File: config.mk
export PLATFORM = sky130hd
export DESIGN_NAME = nav_integrator_flat
export DESIGN_NICKNAME = d
export VERILOG_FILES = /design/src/rtl/nav_integrator_if.sv /design/src/rtl/nav_integrator.sv /design/src/flat_wrapper.sv
export SDC_FILE = /design/constraint.sdc
export NUM_CORES = 1
export LEC_CHECK = 0
export BUFFER_PORTS_ARGS = -buffer_cell sky130_fd_sc_hd__buf_2
export CAP_MARGIN = 20
export CORE_MARGIN = 5
export CORE_UTILIZATION = 35
export CTS_BUF_LIST = sky130_fd_sc_hd__clkbuf_4 sky130_fd_sc_hd__clkbuf_8
export DETAILED_ROUTE_END_ITERATION = 8
export PLACE_DENSITY = 0.54
export SLEW_MARGIN = 20
export SYNTH_ARGS = -nofsm -noshare
export SYNTH_HDL_FRONTEND = slang
export SYNTH_SLANG_ARGS = --single-unit
File: constraint.sdc
create_clock -name clk -period 6.9 [get_ports clk]
set_clock_uncertainty 0.1 [all_clocks]
set_input_delay 1.035 -clock clk [delete_from_list [all_inputs] [get_ports clk]]
set_output_delay 1.035 -clock clk [all_outputs]
set_load 0.05 [all_outputs]
File: src/rtl/nav_integrator_if.sv
// Jump request channel between the helm logic (master) and nav_integrator (slave).
// Carries the valid/ready handshake, the per-axis destination and the abort request.
interface nav_integrator_if #(
  parameter int K    = 16,
  parameter int AXES = 3
);
  logic              jump_valid;
  logic              jump_ready;
  logic [AXES*K-1:0] jump_target;
  logic              abort;

  modport master (output jump_valid, output jump_target, output abort, input jump_ready);
  modport slave  (input jump_valid, input jump_target, input abort, output jump_ready);
endinterface

File: src/rtl/nav_integrator.sv
// Multi-axis saturating position integrator with mode-scaled velocity and a
// charge/cool jump sequencer driven by a valid/ready request channel.
module nav_integrator #(
  parameter int K             = 16,
  parameter int AXES          = 3,
  parameter int CHARGE_CYCLES = 4,
  parameter int COOL_CYCLES   = 2
) (
  input  logic                clk,
  input  logic                rst_n,
  input  logic [3:0]          mode,
  input  logic [AXES*K-1:0]   speed,
  input  logic                zero_pos,
  nav_integrator_if.slave     jump,
  output logic [AXES*K-1:0]   pos,
  output logic [AXES-1:0]     sat,
  output logic                mode_err,
  output logic [1:0]          state,
  output logic                busy
);

  localparam logic [1:0] ST_CRUISE = 2'b00;
  localparam logic [1:0] ST_CHARGE = 2'b01;
  localparam logic [1:0] ST_COOL   = 2'b10;

  localparam int CNT_MAX  = (CHARGE_CYCLES > COOL_CYCLES) ? CHARGE_CYCLES : COOL_CYCLES;
  localparam int CNT_W    = (CNT_MAX > 1) ? $clog2(CNT_MAX) : 1;
  localparam logic [CNT_W-1:0] CHARGE_LOAD = CNT_W'(CHARGE_CYCLES - 1);
  localparam logic [CNT_W-1:0] COOL_LOAD   = CNT_W'((COOL_CYCLES > 0) ? COOL_CYCLES - 1 : 0);

  logic [CNT_W-1:0]  cnt;
  logic [AXES*K-1:0] target;
  logic [AXES*K-1:0] int_pos;
  logic [AXES-1:0]   int_sat;
  logic              vel_en;
  logic [1:0]        shamt;
  logic              mode_bad;
  logic              accept;

  // Handshake status depends on state alone, so there is no input-to-output path.
  assign jump.jump_ready = (state == ST_CRUISE);
  assign busy            = (state != ST_CRUISE);
  assign accept          = jump.jump_valid && jump.jump_ready;

  // NOTE: every variable written in always_comb gets a default first so no latch is inferred.
  always_comb begin
    vel_en   = 1'b0;
    shamt    = 2'd0;
    mode_bad = 1'b0;
    unique case (mode)
      4'b0001: vel_en = 1'b0;
      4'b0010: begin vel_en = 1'b1; shamt = 2'd0; end
      4'b0100: begin vel_en = 1'b1; shamt = 2'd1; end
      4'b1000: begin vel_en = 1'b1; shamt = 2'd2; end
      default: mode_bad = 1'b1;
    endcase
  end

  for (genvar i = 0; i < AXES; i++) begin : g_axis
    logic signed [K-1:0] spd;
    logic signed [K-1:0] shifted;
    logic signed [K-1:0] vel;
    logic signed [K-1:0] cur;
    logic signed [K:0]   sum;
    logic                ovf;

    assign spd = speed[i*K +: K];
    assign cur = pos[i*K +: K];
    // Kept as its own signed expression so >>> stays arithmetic (floor toward -inf).
    assign shifted = spd >>> shamt;
    assign vel     = vel_en ? shifted : '0;
    assign sum     = {cur[K-1], cur} + {vel[K-1], vel};
    assign ovf     = sum[K] ^ sum[K-1];

    assign int_pos[i*K +: K] = !ovf    ? sum[K-1:0] :
                               sum[K]  ? {1'b1, {(K-1){1'b0}}} :
                                         {1'b0, {(K-1){1'b1}}};
    assign int_sat[i] = ovf;
  end

  // NOTE: sequential state is updated with non-blocking assignments only.
  always_ff @(posedge clk or negedge rst_n) begin
    if (!rst_n) begin
      pos      <= '0;
      sat      <= '0;
      mode_err <= 1'b0;
      state    <= ST_CRUISE;
      cnt      <= '0;
      target   <= '0;
    end else begin
      mode_err <= mode_bad;
      if (zero_pos) begin
        pos    <= '0;
        sat    <= '0;
        state  <= ST_CRUISE;
        cnt    <= '0;
        target <= '0;
      end else begin
        unique case (state)
          ST_CRUISE: begin
            pos <= int_pos;
            sat <= int_sat;
            if (accept) begin
              target <= jump.jump_target;
              cnt    <= CHARGE_LOAD;
              state  <= ST_CHARGE;
            end
          end
          ST_CHARGE: begin
            if (jump.abort) begin
              state  <= ST_CRUISE;
              cnt    <= '0;
              target <= '0;
            end else if (cnt == '0) begin
              pos   <= target;
              sat   <= '0;
              cnt   <= COOL_LOAD;
              state <= (COOL_CYCLES == 0) ? ST_CRUISE : ST_COOL;
            end else begin
              cnt <= cnt - 1'b1;
            end
          end
          ST_COOL: begin
            if (cnt == '0) state <= ST_CRUISE;
            else           cnt   <= cnt - 1'b1;
          end
          default: begin
            state <= ST_CRUISE;
            cnt   <= '0;
          end
        endcase
      end
    end
  end

endmodule

File: src/flat_wrapper.sv
// flat-port wrapper written by rule: the top's interface ports become plain ports
module nav_integrator_flat 
#(
  parameter int K             = 16,
  parameter int AXES          = 3,
  parameter int CHARGE_CYCLES = 4,
  parameter int COOL_CYCLES   = 2
)
  (clk, rst_n, mode, speed, zero_pos, pos, sat, mode_err, state, busy, jump_jump_valid, jump_jump_target, jump_abort, jump_jump_ready);
  nav_integrator_if #(.K(K), .AXES(AXES)) jump_i ();
  input  logic clk;
  input  logic rst_n;
  input  logic [3:0] mode;
  input  logic [AXES*K-1:0] speed;
  input  logic zero_pos;
  output logic [AXES*K-1:0] pos;
  output logic [AXES-1:0] sat;
  output logic mode_err;
  output logic [1:0] state;
  output logic busy;
  input wire logic [$bits(jump_i.jump_valid)-1:0] jump_jump_valid;
  input wire logic [$bits(jump_i.jump_target)-1:0] jump_jump_target;
  input wire logic [$bits(jump_i.abort)-1:0] jump_abort;
  output wire logic [$bits(jump_i.jump_ready)-1:0] jump_jump_ready;
  assign jump_i.jump_valid = jump_jump_valid;
  assign jump_i.jump_target = jump_jump_target;
  assign jump_i.abort = jump_abort;
  assign jump_jump_ready = jump_i.jump_ready;
  nav_integrator #(.K(K), .AXES(AXES), .CHARGE_CYCLES(CHARGE_CYCLES), .COOL_CYCLES(COOL_CYCLES)) u_core (.clk(clk), .rst_n(rst_n), .mode(mode), .speed(speed), .zero_pos(zero_pos), .jump(jump_i), .pos(pos), .sat(sat), .mode_err(mode_err), .state(state), .busy(busy));
endmodule
# Word-level counts from Yosys, hierarchy flattened
# Index checks and enable logic that the tools add are counted.
word_totals:
  register_bits: 104
  input_bits: 105
  out_inout_bits: 56
op_classes:
  n_addsub: 4
  n_eq_ne: 13
  shift: 3
  n_mux: 36
  bitwise: 3
  reduce_logical: 11
ops:
  columns: ["operator", "count"]
  rows:
  - ["2-to-1 mux 48 bit", 6]
  - ["case mux 48 bit (2 select lines)", 2]
  - ["2-to-1 mux 16 bit", 9]
  - ["adder 16 x 16 -> 17 bit", 3]
  - [">>> shifter 16 x 2 -> 16 bit", 3]
  - ["2-to-1 mux 2 bit", 10]
  - ["inequality test 3 bit, second input constant", 4]
  - ["case mux 2 bit (3 select lines)", 2]
  - ["2-to-1 mux 3 bit", 3]
  - ["AND reduction 3 bit", 3]
  - ["inequality test 3 x 2 -> 1 bit, second input constant", 2]
  - ["case mux 3 bit (2 select lines)", 1]
  - ["equality test 4 x 1 -> 1 bit, second input constant", 1]
  - ["equality test 4 x 2 -> 1 bit, second input constant", 1]
  - ["equality test 4 x 3 -> 1 bit, second input constant", 1]
  - ["equality test 4 bit, second input constant", 1]
  - ["zero test 2 bit", 2]
  - ["inequality test 4 x 3 -> 1 bit, second input constant", 1]
  - ["case mux 2 bit (2 select lines)", 1]
  - ["OR reduction 4 bit", 1]
  - ["nonzero test 3 bit", 1]
  - ["OR reduction 3 bit", 1]
  - ["bitwise XOR 1 bit", 3]
  - ["equality test 2 x 1 -> 1 bit, second input constant", 1]
  - ["other kinds (6)", 7]

# Depth between registers and ports, before layout
# Gate-level depths: netlist of run 1.
depth:
  ltp_word: 9
  ltp_mapped: 17
  depth_no_buf: 15

# Least setup slack after synthesis of run 1
# Ideal clock, no wire load.
synth_path:
  kind: "input-to-reg"
  from: "input port mode[3]"
  to: "register u_core.pos[42]"
  setup_ns: 0.135
  arrival_ns: 4.363
  required_time_ns: 6.665
  slack_ns: 2.302
  path_stages: 16
  path_buffers: 2
  path_cell_list: "nor2b_1 > or2_2 > nor2_1 > a211o_1 > clkbuf_1 > clkbuf_1 > a211oi_1 > ha_1 > fa_1 > a211oi_1 > or4_4 > a21boi_0 > o21a_1 > or3_2 > a311oi_1 > nor4_1"
synth_via:
  elab_chain_cells: 9
  word_cells_on_any_way: 14
synth_rtl:
  columns: ["item", "line", "rtl"]
  rows:
  - ["start, declared", "flat_wrapper.sv:13", "input logic [3:0] mode;"]
  - ["equality test 4 bit (tied with other cells)", "nav_integrator.sv:50", "unique case (mode)"]
  - ["case mux 2 bit (2 select lines) / OR reduction 3 bit (equally long branches)", null, null]
  - [">>> shifter 16 x 2 -> 16 bit / 2-to-1 mux 1 bit (equally long branches)", "nav_integrator.sv:70, nav_integrator.sv:50", null]
  - ["2-to-1 mux 16 bit (*)", "nav_integrator.sv:71", "assign vel = vel_en ? shifted : '0;"]
  - ["adder 16 x 16 -> 17 bit (*)", "nav_integrator.sv:72", "assign sum = {cur[K-1], cur} + {vel[K-1], vel};"]
  - ["2-to-1 mux 16 bit / bitwise XOR 1 bit (equally long branches)", "nav_integrator.sv:76, nav_integrator.sv:73", null]
  - ["2-to-1 mux 16 bit (*)", "nav_integrator.sv:75", "assign int_pos[i*K +: K] = !ovf ? sum[K-1:0] :"]
  - ["case mux 48 bit (2 select lines) (*)", "nav_integrator.sv:99", "unique case (state)"]
  - ["2-to-1 mux 48 bit (*)", "nav_integrator.sv:92", "if (zero_pos) begin"]
  - ["end signal, assigned", "nav_integrator.sv:101", "pos <= int_pos;"]
  - ["end signal, assigned", "nav_integrator.sv:115", "pos <= target;"]
  - ["end, declared", "nav_integrator.sv:15", "output logic [AXES*K-1:0] pos,"]
# Mark *: on every way between the ends. The rest lies on a longest branch, timed or not.
# A chain may end at the register's enable or synchronous reset.

# Final worst setup path of run 1
layout_path:
  from: "input port mode[3]"
  to: "register u_core.pos[4]"
# Same word-level chain as after synthesis.

==> results of run 1 <==
-- logic make-up after synthesis --
group / Yosys count
buffers and inverters: 92
DFF: 104
adders and majority gates: 54
and+or+nand+nor: 524
AOI/OAI and AO/OA: 299
muxes: 11
xor gates and xnor gates: 28
-- worst max-delay path by stage --
stage                     startpoint                          to  slack, ns  cells past startpoint
after global routing         mode[3]   u_core.pos[5]$_DFFE_PN0P_       1.09                     16
after floorplan              mode[3]  u_core.pos[42]$_DFFE_PN0P_       2.30                     16
after CTS                    mode[3]   u_core.pos[5]$_DFFE_PN0P_       1.52                     16
after detailed placement     mode[3]   u_core.pos[5]$_DFFE_PN0P_       1.11                     16
final                        mode[3]   u_core.pos[4]$_DFFE_PN0P_       1.42                     16
after global placement       mode[2]   u_core.pos[4]$_DFFE_PN0P_       1.20                     16
-- sequential cells by signal, summed over array words and instances (netlist names) --
signal and flops:
u_core.sat 3, u_core.target 48, u_core.cnt 2, u_core.mode_err 1, u_core.pos 48, u_core.state 2
-- critical path, delay by kind of cell --
kind                       cells  cell delay [ns]
buffers and inverters          2             0.16
adders and majority gates      2             0.70
and+or+nand+nor                5             1.37
AOI/OAI and AO/OA              7             2.41
-- layout make-up --
type,count,area [sq um],share of cell area (%)
clock buffer,11,145.1,1.484
clock inverter,5,78.83,0.8057
multi-input combinational,916,5553,56.76
tap,324,405.4,4.144
inverter,22,82.58,0.8441
sequential,104,2603,26.60
timing repair buffer,175,915.9,9.362
-- routing by layer --
layer / part of all wire, % / routed length (microns)
met5: 0 / 0
met4: 1.1 / 321
met3: 6.7 / 2003
met2: 41 / 12220
met1: 51 / 15200
-- synthesized netlist by cell type (all sizes together) (10+ instances only) --
library cell and n:
nand3 61, dfrtp 104, nor4 11, nor3 29, nand2 232, mux2i 11
ha 50, o31ai 13, xor2 10, a21o 16, a311oi 28, o21ai 57
xnor2 18, a21oi 60, a211oi 31, clkbuf 55, nor2 116, inv 21
and3 20, buf 14, o22ai 13, o211ai 13
-- cells in the final DEF, fill, tap and decap left out, types with 11 or more instances in the layout --
master	netlist	final
nand2_1	232	230
buf_2	4	159
nor2_1	116	113
dfrtp_1	104	104
nand3_1	61	61
a21oi_1	59	58
o21ai_0	50	50
ha_1	50	50
a211oi_1	29	29
nor3_1	28	28
a311oi_1	28	28
inv_1	21	21
and3_1	20	20
xnor2_1	18	18
buf_4	3	16
a21o_1	14	14
o211ai_1	13	13
o22ai_1	13	13
o31ai_1	13	13
mux2i_1	11	11
-- report_power, final --
| group | internal [W] | switching, W | total, W |
|---|---|---|---|
| sequential | 0.000691 | 0.0000966 | 0.000788 |
| combinational | 0.000311 | 0.000670 | 0.000981 |
| clock | 0.000219 | 0.000228 | 0.000447 |
| total | 0.00122 | 0.000994 | 0.00222 |
-- through the flow --
step / util, % / setup WS (ns) / instance area (sq um)
5_1_grt: 40.35 / 1.092 / 9783
6_report: 40.35 / 1.416 / 9783
4_1_cts: 40.35 / 1.515 / 9783
2_1_floorplan: - / 2.302 / 8589
3_5_place_dp: 39.42 / 1.111 / 9559
3_3_place_gp: 39.42 / 1.201 / 9559
==> impl_summary.md, run 1 <==
Global route
After global routing the overflow that remains totals 0. For this run, global-route usage on met1 was measured as 33.35%. The met3 layer usage reported by global route is 3.318%. The initial antenna violation count came to 0.

The total global routing track utilization is 20.69%. The number of global-route vias before repair is 8055. The wire length of the first global-routing pass is 46.63 mm. The maximum number of pins on one net before global-route repair is 54. For this run, global-route usage on met2 was measured as 29.00%. The most used routing layer is met1.

Finish
The post-route netlist has 18.57% of its cells at a drive strength greater than 1. The count of cells in the finished layout, fillers not included, comes to 1557. For this run, the post-layout net count is 1386. The number of antenna repair diodes is 0. The area growth from synthesis to final layout is 13.90%. The fill cell instance count of the final layout is 2586.

Clock network
The clock slew seen by the registers of the worst setup and hold paths is 0.10 ns. The deepest clock path buffer count is 2. TritonCTS built the clock tree. The number of levels the H-tree was split into is 3.

The number of setup buffers added after CTS is 0. The count of clock tree sinks is 104. Once the clock tree was built, the resizer swapped 0 gates to a different size. The clock latency on the worst-skew pair is 0.39 ns. Hold repair after CTS inserted 0 buffers. The CTS buffer count is 9.

The cell at the root of the clock tree is clkbuf_8.

Synth
In the synthesized netlist the dominant register cell turns out to be dfrtp_1. Dividing the synthesized area by the synthesized cell count gives 7.724 sq um. The largest area contributor in the netlist is dfrtp_1.

The mapped netlist covers 8589 sq um. The share of flip-flops with an asynchronous set or reset is 100.0%. The post-synthesis share of cell area spent on full adders, half adders and majority gates is 8.114%.

In this run the biggest area consumer among cell types represents 30.30% of the synthesized area. Summing the areas of all compound-gate instances in the mapped netlist gives 24.72% of the synthesized area. The number of unique standard cell types used by synthesis is 85.

The flip-flop and latch count after synthesis is 104. The sequential element share of the synthesized area is 30.30%. Summing the areas of all and, or, nand and nor instances in the mapped netlist gives 27.43% of the synthesized area. The post-synthesis cell count is 1112. The combinational family with the most area after synthesis is simple AND/OR/NAND/NOR gates.

The synthesized design contains 0 enable-type register cells. The parity-gate share of the synthesized area counting xor and xnor cells is 2.855%. For this run, the number of Yosys warnings is 0. Of the post-synthesis cell area, the part taken by muxes is 1.282%.

Yosys attributes the largest share of cell area to dfrtp_1 (30%), nand2_1 (10%), ha_1 (7.3%). The net count after synthesis is 1270.

Status
The flow ran to the end, and the final reports show no timing, DRC or antenna violations.

Power
The total power is 0.002216 W. The worst-case IR drop observed on VDD is 0.00009000 V. For this design the static power due to leakage is 4.833 nW. Dividing total power by cell area gives a power density of 226.5 nW/um^2.

Floorplan
The placeable core area is 24250 sq um. During I/O placement, the number of pins put on the boundary was 161. The die covers 27770 sq um.

In this run the vertical extent of the chip is 166.7 microns. The x dimension of the die is 166.7 microns. The floorplan has 57 rows.

The initial utilization of the core area, before any placement, comes to 35.42%.

Setup path
The biggest cell delay along the critical path is 0.72 ns. Among all stages on the critical path, the largest delay is contributed by nor3_2. The worst setup path is of the input port to flop kind.

The critical path goes through buf_2, nor2b_1, or2_2, nor2_1, a211o_1, a311oi_1, ha_1, inv_1, fa_1, nand2b_1, a21oi_1, o211ai_1, a32o_1, nor3_2, o21ai_0, a221oi_1. In this run the critical register-to-register path is launched from u_core.pos[0]$_DFFE_PN0P_. The category of the worst setup path capture point is a flop. In this run the critical register-to-register path is captured at u_core.pos[4]$_DFFE_PN0P_.

The critical path arrival is 5.67 ns. STA puts the critical path data required time at 7.09 ns. Of all nets on the critical path, the largest fanout is 27. The number of cells on the worst reg-to-reg path is 10.

The register-to-register setup slack is 3.34 ns. The worst setup path is launched from an input port.

Placement
After legalization and detailed placement, the total HPWL measured 22.67 mm. Including well taps, the total number of placed cells is 1541. In this run the tool buffered the top-level ports with 160 buffer cells. The placer's final routability congestion estimate is 0.8957.

STA
Setup repair after global routing left no endpoint under its margin. For the pin with the worst max-slew slack, the measured transition is 1.108 ns. The tightest slew margin relative to the limit is 24.02%. The worst hold slack after final layout is 0.3685 ns. The max-slew violation total from the final report is 0. The final number of hold-violating endpoints is 0. After routing, the total negative slack on setup checks comes to 0 ns.

After layout, the minimum clock period comes to 5.484 ns. The final-report setup violation count is 0. The highest achievable clock rate is 182.4 MHz. The final clock period utilization by the worst path is 79.48%.

Detailed routing
In this run, the number of DRC markers left after iteration 0 of detailed routing was 890. The count of nets left with antenna violations after detail routing is 0. After detailed routing, the total wire length is 29.74 mm.

The number of remaining DRC errors is 0. The routed layout has 8670 vias. Dividing the detail-routed via count by the number of cells gives 5.568. The total iterations of the first detailed-routing run is 5. After detailed routing, the average wire length per cell comes to 19.10 microns.

Hold path
The worst hold path passes through 2 cells. The worst hold path class is flop to flop. The startpoint of the tightest hold check path is u_core.target[5]$_DFFE_PN0P_. The end point of the most critical hold path is u_core.target[5]$_DFFE_PN0P_.

Job
Across the run, the number of max-cap violations was 0.
Power figures use the tool's default switching activity.
==> run 2, diff against run 1 <==
Settings changed: ABC_AREA set to 1, PLACE_DENSITY 0.54 to 0.55.
Clock period 6.9 ns to 4.4 ns, I/O delays scaled along.
==> impl_summary.md, run 2 <==
Status
The run finished with clean final reports.

Floorplan
The number of top-level pins is 161 (unchanged). The placeable core area was 24390 sq um (+0.59%). The starting density of the core came to 35.72% (+0.30 points). The x dimension of the die was 167.8 microns (+0.67%).

The total die area was 28150 sq um (+1.3%). The row count is 57 (unchanged). The vertical die dimension is 167.8 microns (+0.67%).

Global route
The maximum number of pins on one net before global-route repair is 63 (+17%). The number of global-route vias before repair came to 9078 (+13%). The total global routing track utilization is 20.80% (+0.11 points). The final global-route overflow total is 0 (unchanged). The initial antenna violation count is 0 (unchanged). The wire length of the first global-routing pass was 47.40 mm (+1.6%).

Finish
The largest registers in the layout are u_core.pos: 48 flops, u_core.target: 48 flops, u_core.sat: 3 flops. The area growth from synthesis to layout is 16.20%. The final core utilization was 41.51% (+1.2 points). The share of cells above drive strength 1 is 14.67% (-3.9 points). Leaving out fill and tap cells, the most frequent cell in the layout is nand2_1.

The number of nets in the final layout is 1666 (+20%). In the layout the commonest cells are nand2_1 (521), buf_2 (159), inv_1 (140). The number of antenna repair diodes is 0 (unchanged).

Setup path
The worst setup path is of the input port to flop kind. The number of cells on the worst reg-to-reg path is 14 (+4). The data required time of the worst path is 4.61 ns (-2.48 ns). The buffers plus inverters on the worst setup path is 5 (+3). The critical path arrival was 3.93 ns (-1.74 ns).

The master of the slowest instance on the critical path is fa_1. The worst setup path is captured at a flop. The largest fanout on the critical path is 17 (-37%). The critical path depth came to 22 (+6). The kind of cell with the highest combined delay on the critical path is simple AND/OR/NAND/NOR gates. Traced cell by cell, the critical path runs through buf_2, nor2_1, inv_2, nor3_4, inv_2, buf_4, nor2_1, a211oi_1, nor3_1, inv_1, fa_1, nand3b_1, nand2_1, nand2_1, nand2_1, nand3_1, nand2_1, nand2_1, nand2_1, nand3_2, nand3_1, nand2_1. The biggest cell delay along the critical path is 0.40 ns (-0.32 ns). By instance count, the cell type seen most on the critical path is nand2_1. The startpoint class of the critical path is an input port.

Synth
The post-synthesis instance area was 8712 sq um (+1.4%). The per-instance average area after synthesis is 6.373 sq um (-17%). The post-synthesis cell count is 1367 (+23%). The sequential element share of the synthesized area is 29.87% (-0.43 points). The area share of the leading cell type in the synthesized netlist is 29.87% (-0.43 points).

The number of unique standard cell types used by synthesis was 40 (-53%). The predominant post-synthesis flop cell is dfrtp_1. The largest area contributor in the netlist is dfrtp_1.

The flip-flop and latch count after synthesis was 104 (unchanged). The share of flip-flops with an asynchronous set or reset is 100.0% (unchanged). Ranked by total cell area, the synthesized netlist is headed by dfrtp_1 (30%), nand2_1 (22%), ha_1 (7.2%).

The net count after synthesis is 1525 (+20%). The most common cell in the synthesized netlist is nand2_1. The commonest cells after synthesis are nand2_1 (521), inv_1 (140), o21ai_0 (109). The count of flip-flops with a built-in enable after synthesis is 0 (unchanged). The yosys synthesis warning count is 0 (unchanged).

Clock network
The number of hold buffers added after CTS is 0 (unchanged). The deepest clock path buffer count was 2 (unchanged). The TritonCTS clock tree is built. The CTS buffer count is 9 (unchanged).

The tree is rooted in a clkbuf_8. The number of levels the H-tree was split into was 3 (unchanged). The clock latency on the worst-skew pair is 0.42 ns (+0.03 ns). The clock slew seen by the registers of the worst setup and hold paths came to 0.13 ns (+0.03 ns). The post-cts repair resize count is 0 (unchanged). The number of setup buffers added after CTS is 0 (unchanged). The count of clock tree sinks came to 104 (unchanged).

Placement
The placer's final routability congestion estimate came to 0.9319 (+4.0%). The final HPWL from detailed placement came to 23.19 mm (+2.3%). The number of I/O port buffers is 160 (unchanged).

Power
The net switching power is 0.003160 W (+220%). The power per unit of standard cell area is 557.1 nW/um^2 (+150%). The clock network fraction of total power is 12.0% (-8.2 points). The worst ir drop on vdd is 0.0003949 V (+340%). The combinational fraction of design power is 60.7% (+16 points).

The internal power component is 0.002480 W (+100%). The switching part of the total is 56.04% (+11 points). The leakage power summed over all cells is 5.665 nW (+17%). The proportion of power drawn by flip-flops and latches came to 27.3% (-8.3 points).

Job
The count of maximum capacitance violations is 0 (unchanged).

Hold path
The worst hold path class is input port to async pin.

Detailed routing
The average routed wire per standard cell came to 16.26 microns (-15%). The detailed-route vias per instance is 5.079 (-8.8%). The number of remaining DRC errors is 0 (unchanged).

The first-iteration detailed-routing DRC count is 620 (-30%). The count of nets left with antenna violations after detail routing was 0 (unchanged). The total iterations of the first detailed-routing run was 6 (+1).

The number of vias after detailed routing is 9331 (+7.6%). The wire length after detailed routing is 29.87 mm (+0.43%).

STA
The max-slew violation total from the final report is 0 (unchanged). The final-report setup violation count was 0 (unchanged). The worst path uses 84.48% of the clock period.

The slew at the pin closest to its max-slew limit is 0.8969 ns (-0.2111 ns). The final number of hold-violating endpoints is 0 (unchanged). The tightest slew margin relative to the limit is 40.07% (+16 points).

Setup repair after global routing left no endpoint under its margin. The highest achievable clock rate is 269.0 MHz. After layout, the minimum clock period comes to 3.717 ns. The total negative setup slack is 0 ns (unchanged).
==> run 2: cells by family (layout without fill, tap and decap cells) <==
logic type               count (synthesis)  count (layout)  synth area share [%]
AND/OR/NAND/NOR                        715             715                 33.69
AO/OA/AOI/OAI                          265             265                 16.42
buffers and inverters                  202             348                 9.335
flip-flops                             104             104                 29.87
adder cells (fa/ha/maj)                 53              53                 7.870
XOR/XNOR                                28              28                 2.815
==> run 2: metrics by stage <==
stage          instance area [sq um]  total power (W)  hold WS, ns  instances  setup slack (ns)
4_1_cts                        10120         0.005687      0.05648       1837            0.6938
5_1_grt                        10120         0.006124      0.07429       1837            0.2999
3_3_place_gp                    9905         0.004976       0.3758       1821            0.3050
2_1_floorplan                   8712         0.004011       0.2644       1367            0.6831
6_report                       10120         0.005640      0.04898       1837            0.6829
3_5_place_dp                    9905         0.004988       0.3701       1821            0.2639
==> run 2: worst reg2reg max path: cells and delay by family (launching register included) <==
| family | cells | cell delay [ns] |
|---|---|---|
| AND/OR/NAND/NOR | 10 | 0.99 |
| adder cells (fa/ha/maj) | 2 | 0.68 |
| flip-flops | 1 | 0.43 |
| AO/OA/AOI/OAI | 1 | 0.21 |
| buffers and inverters | 1 | 0.18 |
==> run 2: power groups by stage <==
stage                     combinational, W  sequential (W)  clock [W]
final                              0.00342         0.00154   0.000677
after global routing               0.00382         0.00157   0.000733
after CTS                          0.00345         0.00154   0.000699
after detailed placement           0.00343         0.00156          0
after global placement             0.00342         0.00156          0
after floorplan                    0.00192         0.00209          0
==> run 2: routing by layer <==
layer	track usage, %	part of all wire (%)	wire, microns
met5	0	0	0
met4	5.787	2.3	676
met3	3.189	4.5	1357
met2	33.79	46	13650
met1	28.90	47	14180
==> run 2: worst paths after layout <==
check	startpoint	to	slack, ns
worst max-delay path	mode[1]	u_core.pos[20]$_DFFE_PN0P_	0.68
worst min-delay path	rst_n	u_core.target[11]$_DFFE_PN0P_	0.05
worst max register to register	u_core.pos[32]$_DFFE_PN0P_	u_core.sat[2]$_DFFE_PN0P_	1.71
min in group clk	mode[0]	u_core.mode_err$_DFF_PN0_	0.34
max in group asynchronous	rst_n	u_core.mode_err$_DFF_PN0_	3.21
worst min register to register	u_core.sat[1]$_DFFE_PN0P_	u_core.sat[1]$_DFFE_PN0P_	0.40
==> run 2: layout make-up <==
| cell class | instances | area (sq um) |
|---|---|---|
| repair buffers | 187 | 1031 |
| well taps | 324 | 405.4 |
| fillers | 2722 | 14270 |
| flip-flops and latches | 104 | 2603 |
| inverters | 145 | 544.3 |
| clock buffers | 9 | 123.9 |
| clock inverters | 7 | 95.09 |
| multi-input cells | 1061 | 5321 |
==> run 3, diff against run 2 <==
Clock period 4.4 ns to 3.2 ns, I/O delays scaled along.
==> impl_summary.md, run 3 (synthesis results as in run 2) <==
Power
The net switching power is 0.004732 W (+50%). The clock network fraction of total power is 10.3% (-1.7 points). The worst ir drop on vdd is 0.0005129 V (+30%). The combinational fraction of design power was 65.9% (+5.2 points). The switching part of the total was 53.31% (-2.7 points). The proportion of power drawn by flip-flops and latches is 23.8% (-3.5 points). The internal power component is 0.004144 W (+67%).

The leakage power summed over all cells was 6.801 nW (+20%). The power per unit of standard cell area was 719.0 nW/um^2 (+29%). The total power is 0.008875 W (+57%).

STA
The final critical path time including I/O delays and setup is 3.168 ns. The worst setup slack after layout came to 0.03216 ns (-0.6508 ns). Setup repair after global routing could not meet its margin everywhere. The tightest slew margin relative to the limit is 48.57% (+8.5 points).

The total negative setup slack came to 0 ns (unchanged). The final number of hold-violating endpoints is 0 (unchanged). The final-report setup violation count is 0 (unchanged).

The slew at the pin closest to its max-slew limit was 0.7706 ns (-0.1263 ns). The max-slew violation total from the final report was 0 (unchanged). After layout, the worst path uses 98.99% of the clock period. The highest achievable clock rate is 315.7 MHz.

Placement
The placer's final routability congestion estimate is 0.9348 (+0.31%). The final HPWL from detailed placement is 24.33 mm (+4.9%). The number of I/O port buffers is 160 (unchanged).

The placed instance count is 1994 (+9.5%). The post-detailed-placement cell area is 11440 sq um (+15%). The minimum setup slack after placement is -0.5608 ns (-0.8247 ns).

Global route
The final global-route overflow total is 0 (unchanged). The number of global-route vias before repair is 9743 (+7.3%). The total global routing track utilization is 21.84% (+1.0 points). The maximum number of pins on one net before global-route repair is 85 (+35%). The wire length of the first global-routing pass is 50.17 mm (+5.9%). The initial antenna violation count is 0 (unchanged).

Hold path
The worst hold path passes through 3 cells. The startpoint identified for the worst hold timing path is jump_jump_target[19]. The end point of the most critical hold path is u_core.target[19]$_DFFE_PN0P_.

The worst hold path belongs to the class input port to flop.

Clock network
Clock tree synthesis selected as its root buffer the cell clkbuf_8. The deepest clock path buffer count is 2 (unchanged). The count of clock tree sinks is 104 (unchanged). TritonCTS built the clock tree. The CTS buffer count came to 9 (unchanged). The clock slew seen by the registers of the worst setup and hold paths came to 0.13 ns (about the same). The number of levels the H-tree was split into is 3 (unchanged). The clock latency on the worst-skew pair is 0.40 ns (-0.02 ns).

Setup path
The startpoint-to-endpoint class of the critical path is input port to flop. The master of the slowest instance on the critical path is fa_2. The largest fanout on the critical path came to 7 (-10). The critical register-to-register path startpoint is u_core.pos[16]$_DFFE_PN0P_. The register-to-register setup slack was 0.79 ns (-0.92 ns).

The number of cells on the worst reg-to-reg path is 14 (unchanged). Traced cell by cell, the critical path runs through buf_8, nor2_4, inv_2, nor3_4, inv_2, buf_12, buf_8, o21ai_4, nor2_2, nor3_4, buf_6, inv_2, fa_2, nand3b_1, nand2_1, nand2_1, nand2_2, nand3_4, nand3_1, nand2_4, buf_4, buf_4, o21ai_1, nand2_1. The startpoint class of the critical path is an input port. The data required time of the worst path was 3.41 ns (-1.20 ns). The biggest cell delay along the critical path is 0.34 ns (-0.06 ns).

The critical path arrival is 3.38 ns (-0.55 ns). The capture instance of the worst register-to-register path is u_core.pos[31]$_DFFE_PN0P_. The category of the worst setup path capture point is a flop.

Finish
The library cell used most frequently in the layout, excluding fill and tap cells, is nand2_1. In the layout the commonest cells are nand2_1 (481), buf_4 (208), buf_2 (156). The finished layout cell area is 12340 sq um (+22%). The filler-free cell count of the finished design is 2035 (+11%). The number of nets in the final layout is 1864 (+12%). The share of cells above drive strength 1 was 31.39% (+17 points). The number of antenna repair diodes is 0 (unchanged). The largest registers in the layout are u_core.pos: 48 flops, u_core.target: 48 flops, u_core.sat: 3 flops. The area growth from synthesis to final layout is 41.69%.

Floorplan
The starting density of the core came to 35.72% (unchanged). The row count is 57 (unchanged). The total die area is 28150 sq um (unchanged). The vertical die dimension was 167.8 microns (unchanged).

The number of top-level pins is 161 (unchanged). The x dimension of the die is 167.8 microns (unchanged). The placeable core area came to 24390 sq um (unchanged).

Detailed routing
The number of vias after detailed routing is 10.08k (+8.0%). The detailed-route vias per instance is 4.952 (-2.5%). The first-iteration detailed-routing DRC count is 657 (+6.0%). The number of remaining DRC errors is 0 (unchanged). The total iterations of the first detailed-routing run came to 7 (+1). The wire length after detailed routing is 32.23 mm (+7.9%). The count of nets left with antenna violations after detail routing came to 0 (unchanged). The average routed wire per standard cell is 15.84 microns (-2.6%).

Status
The flow ran to the end, and the final reports show no timing, DRC or antenna violations.

Job
The count of maximum capacitance violations is 0 (unchanged).
-- run 3: power groups by stage --
stage                     Combinational (W)  Clock (W)  Sequential, W
final                               0.00585   0.000915        0.00211
after global routing                0.00643   0.000998        0.00217
after CTS                           0.00551   0.000952        0.00210
after detailed placement            0.00543          0        0.00213
after global placement              0.00539          0        0.00213
after floorplan                     0.00282          0        0.00287
-- run 3: area by class of cell --
cell class,instances,area (sq um)
Clock buffer,9,123.9
Clock inverter,7,95.09
Fill cell,2540,12050
Inverter,145,546.8
Multi-Input combinational cell,1062,5923
Sequential cell,104,2603
Tap cell,324,405.4
Timing Repair Buffer,384,2648
-- run 3: worst max-delay path, delay by kind of cell --
family | cells | cell delay, ns
AOI/OAI and AO/OA | 2 | 0.25
and+or+nand+nor | 12 | 1.35
buffers and inverters | 9 | 0.94
adders and majority gates | 1 | 0.34
-- run 3: layer usage --
metal	routed length (microns)	vias to the layer above	part of all wire, %	track usage [%]
met4	550	0	1.7	5.046
li1	-	5129	-	-
met1	14970	4680	46	29.72
met3	1340	36	4.2	3.540
met2	15370	232	48	36.58
met5	0	-	0	0
-- run 3: through the flow --
step | hold slack [ns] | utilization [%]
finish | 0.1956 | 50.61
CTS | 0.1676 | 48.04
floorplan | 0.08441 | -
detailed placement | 0.3143 | 46.89
global placement | 0.3122 | 46.89
global route | 0.1771 | 50.61
-- run 3: worst max-delay path by stage --
stage	from	to	slack, ns	cells after the start
3_3_place_gp	mode[1]	u_core.pos[6]$_DFFE_PN0P_	-0.52	28
2_1_floorplan	mode[1]	u_core.pos[8]$_DFFE_PN0P_	-0.21	28
6_report	mode[1]	u_core.pos[31]$_DFFE_PN0P_	0.03	24
3_5_place_dp	mode[1]	u_core.pos[1]$_DFFE_PN0P_	-0.56	24
5_1_grt	mode[1]	u_core.pos[7]$_DFFE_PN0P_	-0.18	22
4_1_cts	mode[1]	u_core.pos[1]$_DFFE_PN0P_	-0.04	24
-- run 3: repair_timing --
action | CTS | global route
hold buffers | 1 | 0
buffers inserted | 0 | 21
gates cloned | 1 | 1
endpoints found under the setup margin | 46 | 51
endpoints found under the hold margin | 20 | 0
gates resized for setup | 10 | 116
pin swaps | 2 | 45
